[src/rtl/keypad_scanner_fifo.sv]
// Keypad matrix scanner with press/release debounce and a show-ahead key-code FIFO.
//
// Drives one column low at a time, synchronises the active-low row lines, debounces the
// first key found in a column, and queues its code (row * COLS + col) for a downstream
// reader. No auto-repeat: a held key yields one code until it has been cleanly released.
//
// Ports:
//   clk        clock, all logic on the rising edge
//   RST        synchronous reset, active-high
//   RowIn      asynchronous row lines, active-low
//   ColOut     one-cold column drive
//   KeyRdy     FIFO non-empty
//   KeyRd      pop request, ignored while empty
//   KeyCode    FIFO head, valid while KeyRdy = 1
//   FifoCount  number of queued codes
//   Overflow   sticky, a debounced key was dropped because the FIFO was full
//   ClearOvf   clears Overflow (an overflow on the same edge wins)
module keypad_scanner_fifo #(
  parameter int unsigned ROWS            = 4,
  parameter int unsigned COLS            = 4,
  parameter int unsigned SCAN_DIV        = 4,
  parameter int unsigned DEBOUNCE_CYCLES = 4,
  parameter int unsigned FIFO_DEPTH      = 4,
  parameter int unsigned CW              = (ROWS * COLS > 1) ? $clog2(ROWS * COLS) : 1
) (
  input  logic                                clk,
  input  logic                                RST,
  input  logic [ROWS-1:0]                     RowIn,
  output logic [COLS-1:0]                     ColOut,
  output logic                                KeyRdy,
  input  logic                                KeyRd,
  output logic [CW-1:0]                       KeyCode,
  output logic [$clog2(FIFO_DEPTH+1)-1:0]     FifoCount,
  output logic                                Overflow,
  input  logic                                ClearOvf
);

  localparam int unsigned RW   = (ROWS > 1) ? $clog2(ROWS) : 1;
  localparam int unsigned COLW = $clog2(COLS);
  localparam int unsigned DWW  = $clog2(SCAN_DIV);
  localparam int unsigned DBW  = $clog2(DEBOUNCE_CYCLES + 1);
  localparam int unsigned PW   = (FIFO_DEPTH > 1) ? $clog2(FIFO_DEPTH) : 1;
  localparam int unsigned FCW  = $clog2(FIFO_DEPTH + 1);

  localparam logic [1:0] StScan     = 2'd0;
  localparam logic [1:0] StDebounce = 2'd1;
  localparam logic [1:0] StHeld     = 2'd2;
  localparam logic [1:0] StRelease  = 2'd3;

  logic [ROWS-1:0] rs_meta_q, rs_q;
  logic [1:0]      state_q, state_d;
  logic [COLW-1:0] col_q, col_d, col_next;
  logic [DWW-1:0]  dwell_q, dwell_d;
  logic [DBW-1:0]  cnt_q, cnt_d;
  logic [RW-1:0]   row_q, row_d, low_row;
  logic            row_low, push;
  logic [CW-1:0]   code;

  logic [CW-1:0]   mem_q [FIFO_DEPTH];
  logic [PW-1:0]   wptr_q, rptr_q;
  logic [FCW-1:0]  count_q;
  logic            ovf_q;
  logic            full, empty, pop, wr, ovf_set;

  // Lowest-index low row wins when several rows are low in the sampled column.
  always_comb begin
    low_row = '0;
    for (int i = ROWS - 1; i >= 0; i--) begin
      if (!rs_q[i]) low_row = RW'(i);
    end
  end

  assign row_low  = ~rs_q[row_q];
  assign col_next = (col_q == COLW'(COLS - 1)) ? '0 : col_q + 1'b1;
  assign code     = CW'(row_q) * CW'(COLS) + CW'(col_q);

  always_comb begin
    state_d = state_q;
    col_d   = col_q;
    dwell_d = dwell_q;
    cnt_d   = cnt_q;
    row_d   = row_q;
    push    = 1'b0;
    case (state_q)
      StScan: begin
        if (dwell_q == DWW'(SCAN_DIV - 1)) begin
          dwell_d = '0;
          if (!(&rs_q)) begin
            row_d   = low_row;
            cnt_d   = DBW'(1);
            state_d = StDebounce;
          end else begin
            col_d = col_next;
          end
        end else begin
          dwell_d = dwell_q + 1'b1;
        end
      end
      StDebounce: begin
        if (row_low) begin
          cnt_d = cnt_q + 1'b1;
          if (cnt_q == DBW'(DEBOUNCE_CYCLES - 1)) begin
            push    = 1'b1;
            state_d = StHeld;
          end
        end else begin
          // Bounce before acceptance: drop the key and move on with the scan.
          col_d   = col_next;
          dwell_d = '0;
          state_d = StScan;
        end
      end
      StHeld: begin
        if (!row_low) begin
          cnt_d   = DBW'(1);
          state_d = StRelease;
        end
      end
      StRelease: begin
        if (!row_low) begin
          cnt_d = cnt_q + 1'b1;
          if (cnt_q == DBW'(DEBOUNCE_CYCLES - 1)) begin
            col_d   = col_next;
            dwell_d = '0;
            state_d = StScan;
          end
        end else begin
          state_d = StHeld;
        end
      end
      default: state_d = StScan;
    endcase
  end

  always_ff @(posedge clk) begin
    if (RST) begin
      rs_meta_q <= '1;
      rs_q      <= '1;
      state_q   <= StScan;
      col_q     <= '0;
      dwell_q   <= '0;
      cnt_q     <= '0;
      row_q     <= '0;
    end else begin
      rs_meta_q <= RowIn;
      rs_q      <= rs_meta_q;
      state_q   <= state_d;
      col_q     <= col_d;
      dwell_q   <= dwell_d;
      cnt_q     <= cnt_d;
      row_q     <= row_d;
    end
  end

  // FIFO: a full FIFO still accepts a push when a pop frees the head slot on the same edge.
  assign full    = (count_q == FCW'(FIFO_DEPTH));
  assign empty   = (count_q == '0);
  assign pop     = KeyRd & ~empty;
  assign wr      = push & (~full | pop);
  assign ovf_set = push & full & ~pop;

  always_ff @(posedge clk) begin
    if (RST) begin
      for (int i = 0; i < FIFO_DEPTH; i++) mem_q[i] <= '0;
      wptr_q  <= '0;
      rptr_q  <= '0;
      count_q <= '0;
      ovf_q   <= 1'b0;
    end else begin
      if (wr) begin
        mem_q[wptr_q] <= code;
        wptr_q        <= (wptr_q == PW'(FIFO_DEPTH - 1)) ? '0 : wptr_q + 1'b1;
      end
      if (pop) begin
        rptr_q <= (rptr_q == PW'(FIFO_DEPTH - 1)) ? '0 : rptr_q + 1'b1;
      end
      case ({wr, pop})
        2'b10:   count_q <= count_q + 1'b1;
        2'b01:   count_q <= count_q - 1'b1;
        default: count_q <= count_q;
      endcase
      ovf_q <= ovf_set | (ovf_q & ~ClearOvf);
    end
  end

  always_comb begin
    ColOut        = '1;
    ColOut[col_q] = 1'b0;
  end

  assign KeyRdy    = ~empty;
  assign KeyCode   = mem_q[rptr_q];
  assign FifoCount = count_q;
  assign Overflow  = ovf_q;

endmodule

[config.mk]
export PLATFORM = sky130hd
export DESIGN_NAME = keypad_scanner_fifo
export DESIGN_NICKNAME = d
export VERILOG_FILES = /design/src/rtl/keypad_scanner_fifo.sv
export SDC_FILE = /design/constraint.sdc
export NUM_CORES = 1
export LEC_CHECK = 0
export ABC_AREA = 1
export CAP_MARGIN = 20
export CORE_MARGIN = 2
export CORE_UTILIZATION = 45
export CTS_CLUSTER_DIAMETER = 100
export DETAILED_ROUTE_END_ITERATION = 6
export PLACE_DENSITY = 0.65
export SLEW_MARGIN = 10
export SYNTH_ARGS = -nofsm -noshare
export SYNTH_HDL_FRONTEND = slang
export SYNTH_SLANG_ARGS = --single-unit
[constraint.sdc]
create_clock -name clk -period 5.74 [get_ports clk]
set_input_delay 1.148 -clock clk [delete_from_list [all_inputs] [get_ports clk]]
set_output_delay 1.148 -clock clk [all_outputs]
set_load 0.02 [all_outputs]
==> impl_metrics.tcl <==
set metrics [dict create \
    status "completed" \
    root_buffer "clkbuf_8" \
    grt_pass1_wl_um 6440 \
    cts.sinks 45 \
    core-area_mm2 0.00466 \
    area_delta_synth_final_pct 15.6 \
    syn_inst 250 \
    ant_nets 0 \
    clock_skew_ns 0.00608 \
    cts-resized-gates 0 \
    drt-pass1-iter-count 4 \
    fin_crit_sh_pct 50.9 \
    cp_max_fo 9 \
    synth-edff-count 16 \
    numCtsBuffers 5 \
    finalMaxSlewViolations 0 \
    grt_max_degree 18 \
    cts_tree "built" \
    cp_cell_sequence "inv_1 -> o21ai_0 -> o22ai_1 -> clkdlybuf4s50_1" \
    antenna_found_initial 0 \
    die_h_um 73.1 \
    drt_iter0_drc 74 \
    end_kind "primary output" \
    io_buffers 20 \
    clkTransAtPathRegs_ns 0.08 \
    fin_setup_tns_ns 0 \
    grt_pass1_vias 1490 \
    cp_slowest_cell "clkdlybuf4s50_1" \
    drc 0 \
    setup.worst_path.start_class "flip-flop" \
    max_slew_margin_pct 54.8 \
    critPathKind "reg2out" \
    async_flop_share_pct 0 \
    nNetsFinal 292 \
    grt-ovfl-total 0 \
    worst_path_largest_cell_delay_ns 0.54 \
    hp-class "reg2reg" \
    synth_nets 269 \
    clock_path_buffers 2 \
    powerDensity_mw_per_mm2 271 \
    wl_per_cell_um 10.8 \
    die_area_mm2 0.00535 \
    cts_max_level 2 \
    fin_crit_ns 2.92 \
    fin_area_mm2 0.00249 \
    synth.avg_cell_area_um2 8.60 \
    ys_top_cells_by_area "dfxtp_1 (27%), edfxtp_1 (22%), nand2_1 (7.5%)" \
    initial_core_util_pct 46.1 \
    dp_hpwl_um 2670 \
    pwr-share-clk_pct 28.4 \
    clk_latency_ns 0.29 \
    cap_violations 0 \
    io_pins 21 \
    vias 1539 \
    grt_use_total_pct 15.7 \
    swShare_pct 27.2 \
    yosysUniqueCellTypes 29 \
    required_ns 4.59 \
    ys_dominant_reg_cell "dfxtp_1" \
    wl_um 3560 \
    viasPerCell 4.69 \
    netlist.area_leader.share_pct 27.0 \
    peakVddDrop_mv 0.174 \
    setup_viol 0 \
    nFillCells 453 \
    postCtsHoldBufs 0 \
    die_w_um 73.1 \
    antenna_cells 0 \
    power_leakage_nw 1.03 \
    seqPwrFrac_pct 53.5 \
    drive_gt1_share_pct 9.85 \
    routabilityCongestion 0.833 \
    cp_num_buf_inv 2 \
    rows 25 \
    worst_slew_pin_slew_ns 0.675 \
    cts_setup_buffers 0 \
    yosysWarnings 0 \
    power_switching_w 0.000183 \
    clock.fmax_mhz 342 \
    cell_internal_pwr_w 0.000491 \
    syn_area_mm2 0.00215 \
    hold_viol 0 \
    cp.arrival_ns 1.78 \
    cp_top_family "buffers and inverters" \
    ys_seq_area_share_pct 49.3 \
    finalNonFillerCells 328 \
    dp_cells 320 \
    rsz0062_at_grt "no" \
    ys_ff_latch 45 \
    synth_largest_area_cell "dfxtp_1" \
    placed_area_mm2 0.00240 \
    p_comb_share_pct 18.1 \
]
## layer usage
metal	vias to the layer above	GRT usage (%)	share of wire (%)
met5	-	0	0
met4	0	5.56	1.7
met3	6	4.14	3.5
met2	25	25.6	46
met1	654	20.1	49
li1	854	-	-
## power by group through the flow
stage | registers, W | clock network [W] | logic [W]
after floorplan | 0.000366 | 0 | 0.0000782
after global placement | 0.000368 | 0 | 0.000123
after detailed placement | 0.000368 | 0 | 0.000123
after CTS | 0.000361 | 0.000198 | 0.000124
after global routing | 0.000364 | 0.000216 | 0.000140
final | 0.000361 | 0.000191 | 0.000122
## worst reg2reg max path, cell delays in order (launching register included)
cell and delay, ns:
dfxtp_1 0.33, ha_1 0.20, ha_1 0.27, nand4_4 0.18, ha_1 0.17, inv_1 0.06
fa_1 0.37, a21oi_1 0.13, o21ai_0 0.11, o21ai_0 0.16, a21oi_1 0.05
## synth_stat cells, types with 2 or more instances
library cell	number
or2_2	8
ha_1	10
nor2_1	42
o21ai_0	19
o22ai_1	4
inv_2	2
a21oi_1	14
clkbuf_1	3
inv_1	32
nand2_1	43
edfxtp_1	16
nand3_1	9
nand3_4	3
nand3_2	2
dfxtp_1	29
## sequential cells by signal, summed over array words and instances, names as in the netlist, named ones only
name / cells
rptr_q: 2
cnt_q: 3
dwell_q: 2
col_q: 2
FifoCount: 3
wptr_q: 2
row_q: 2
mem_q: 16
Overflow: 1
state_q: 1
rs_meta_q: 4
rs_q: 4
## stage by stage
step	setup slack [ns]	total power, W	utilization (%)	hold WS, ns
floorplan	3.11	0.000444	-	0.389
finish	2.82	0.000675	53.4	0.411
global placement	2.56	0.000492	51.5	0.393
global route	2.57	0.000720	53.4	0.426
detailed placement	2.54	0.000492	51.5	0.393
CTS	2.79	0.000683	53.4	0.413
## cells by family (layout without fill, tap and decap cells)
family | after synthesis | count (layout) | share of synthesized area (%)
AND/OR/NAND/NOR | 115 | 115 | 26.8
flip-flops | 45 | 45 | 49.3
AO/OA/AOI/OAI | 41 | 41 | 10.3
buffers and inverters | 38 | 62 | 6.81
adder cells (fa/ha/maj) | 11 | 11 | 6.75
## cells in the final DEF (no fill, tap or decap), drive strengths merged, types with 10 or more instances in the layout
cell type | netlist | final
nand2 | 45 | 45
nor2 | 44 | 44
inv | 34 | 34
dfxtp | 29 | 29
clkdlybuf4s50 | 0 | 20
o21ai | 19 | 19
edfxtp | 16 | 16
a21oi | 14 | 14
nand3 | 14 | 14
ha | 10 | 10
## final timing paths
kind	startpoint	to	slack [ns]	depth (start not counted)
worst min register to register	rs_meta_q[3]	rs_q[3]	0.41	1
worst min-delay path	rs_meta_q[3]	rs_q[3]	0.41	1
worst max register to register	cnt_q[0]	FifoCount[2]	3.59	10
worst max-delay path	flip-flop	KeyCode[0]	2.82	4
## layout make-up
cell class / instances / area, um^2 / share of cell area (%)
Sequential cell: 45 / 1060 / 42.7
Inverter: 34 / 128 / 5.13
Multi-Input combinational cell: 167 / 943 / 37.9
Timing Repair Buffer: 20 / 200 / 8.05
Clock buffer: 7 / 80.1 / 3.22
Clock inverter: 1 / 7.51 / 0.302
Tap cell: 54 / 67.6 / 2.72
(Power assumes the default switching activity.)
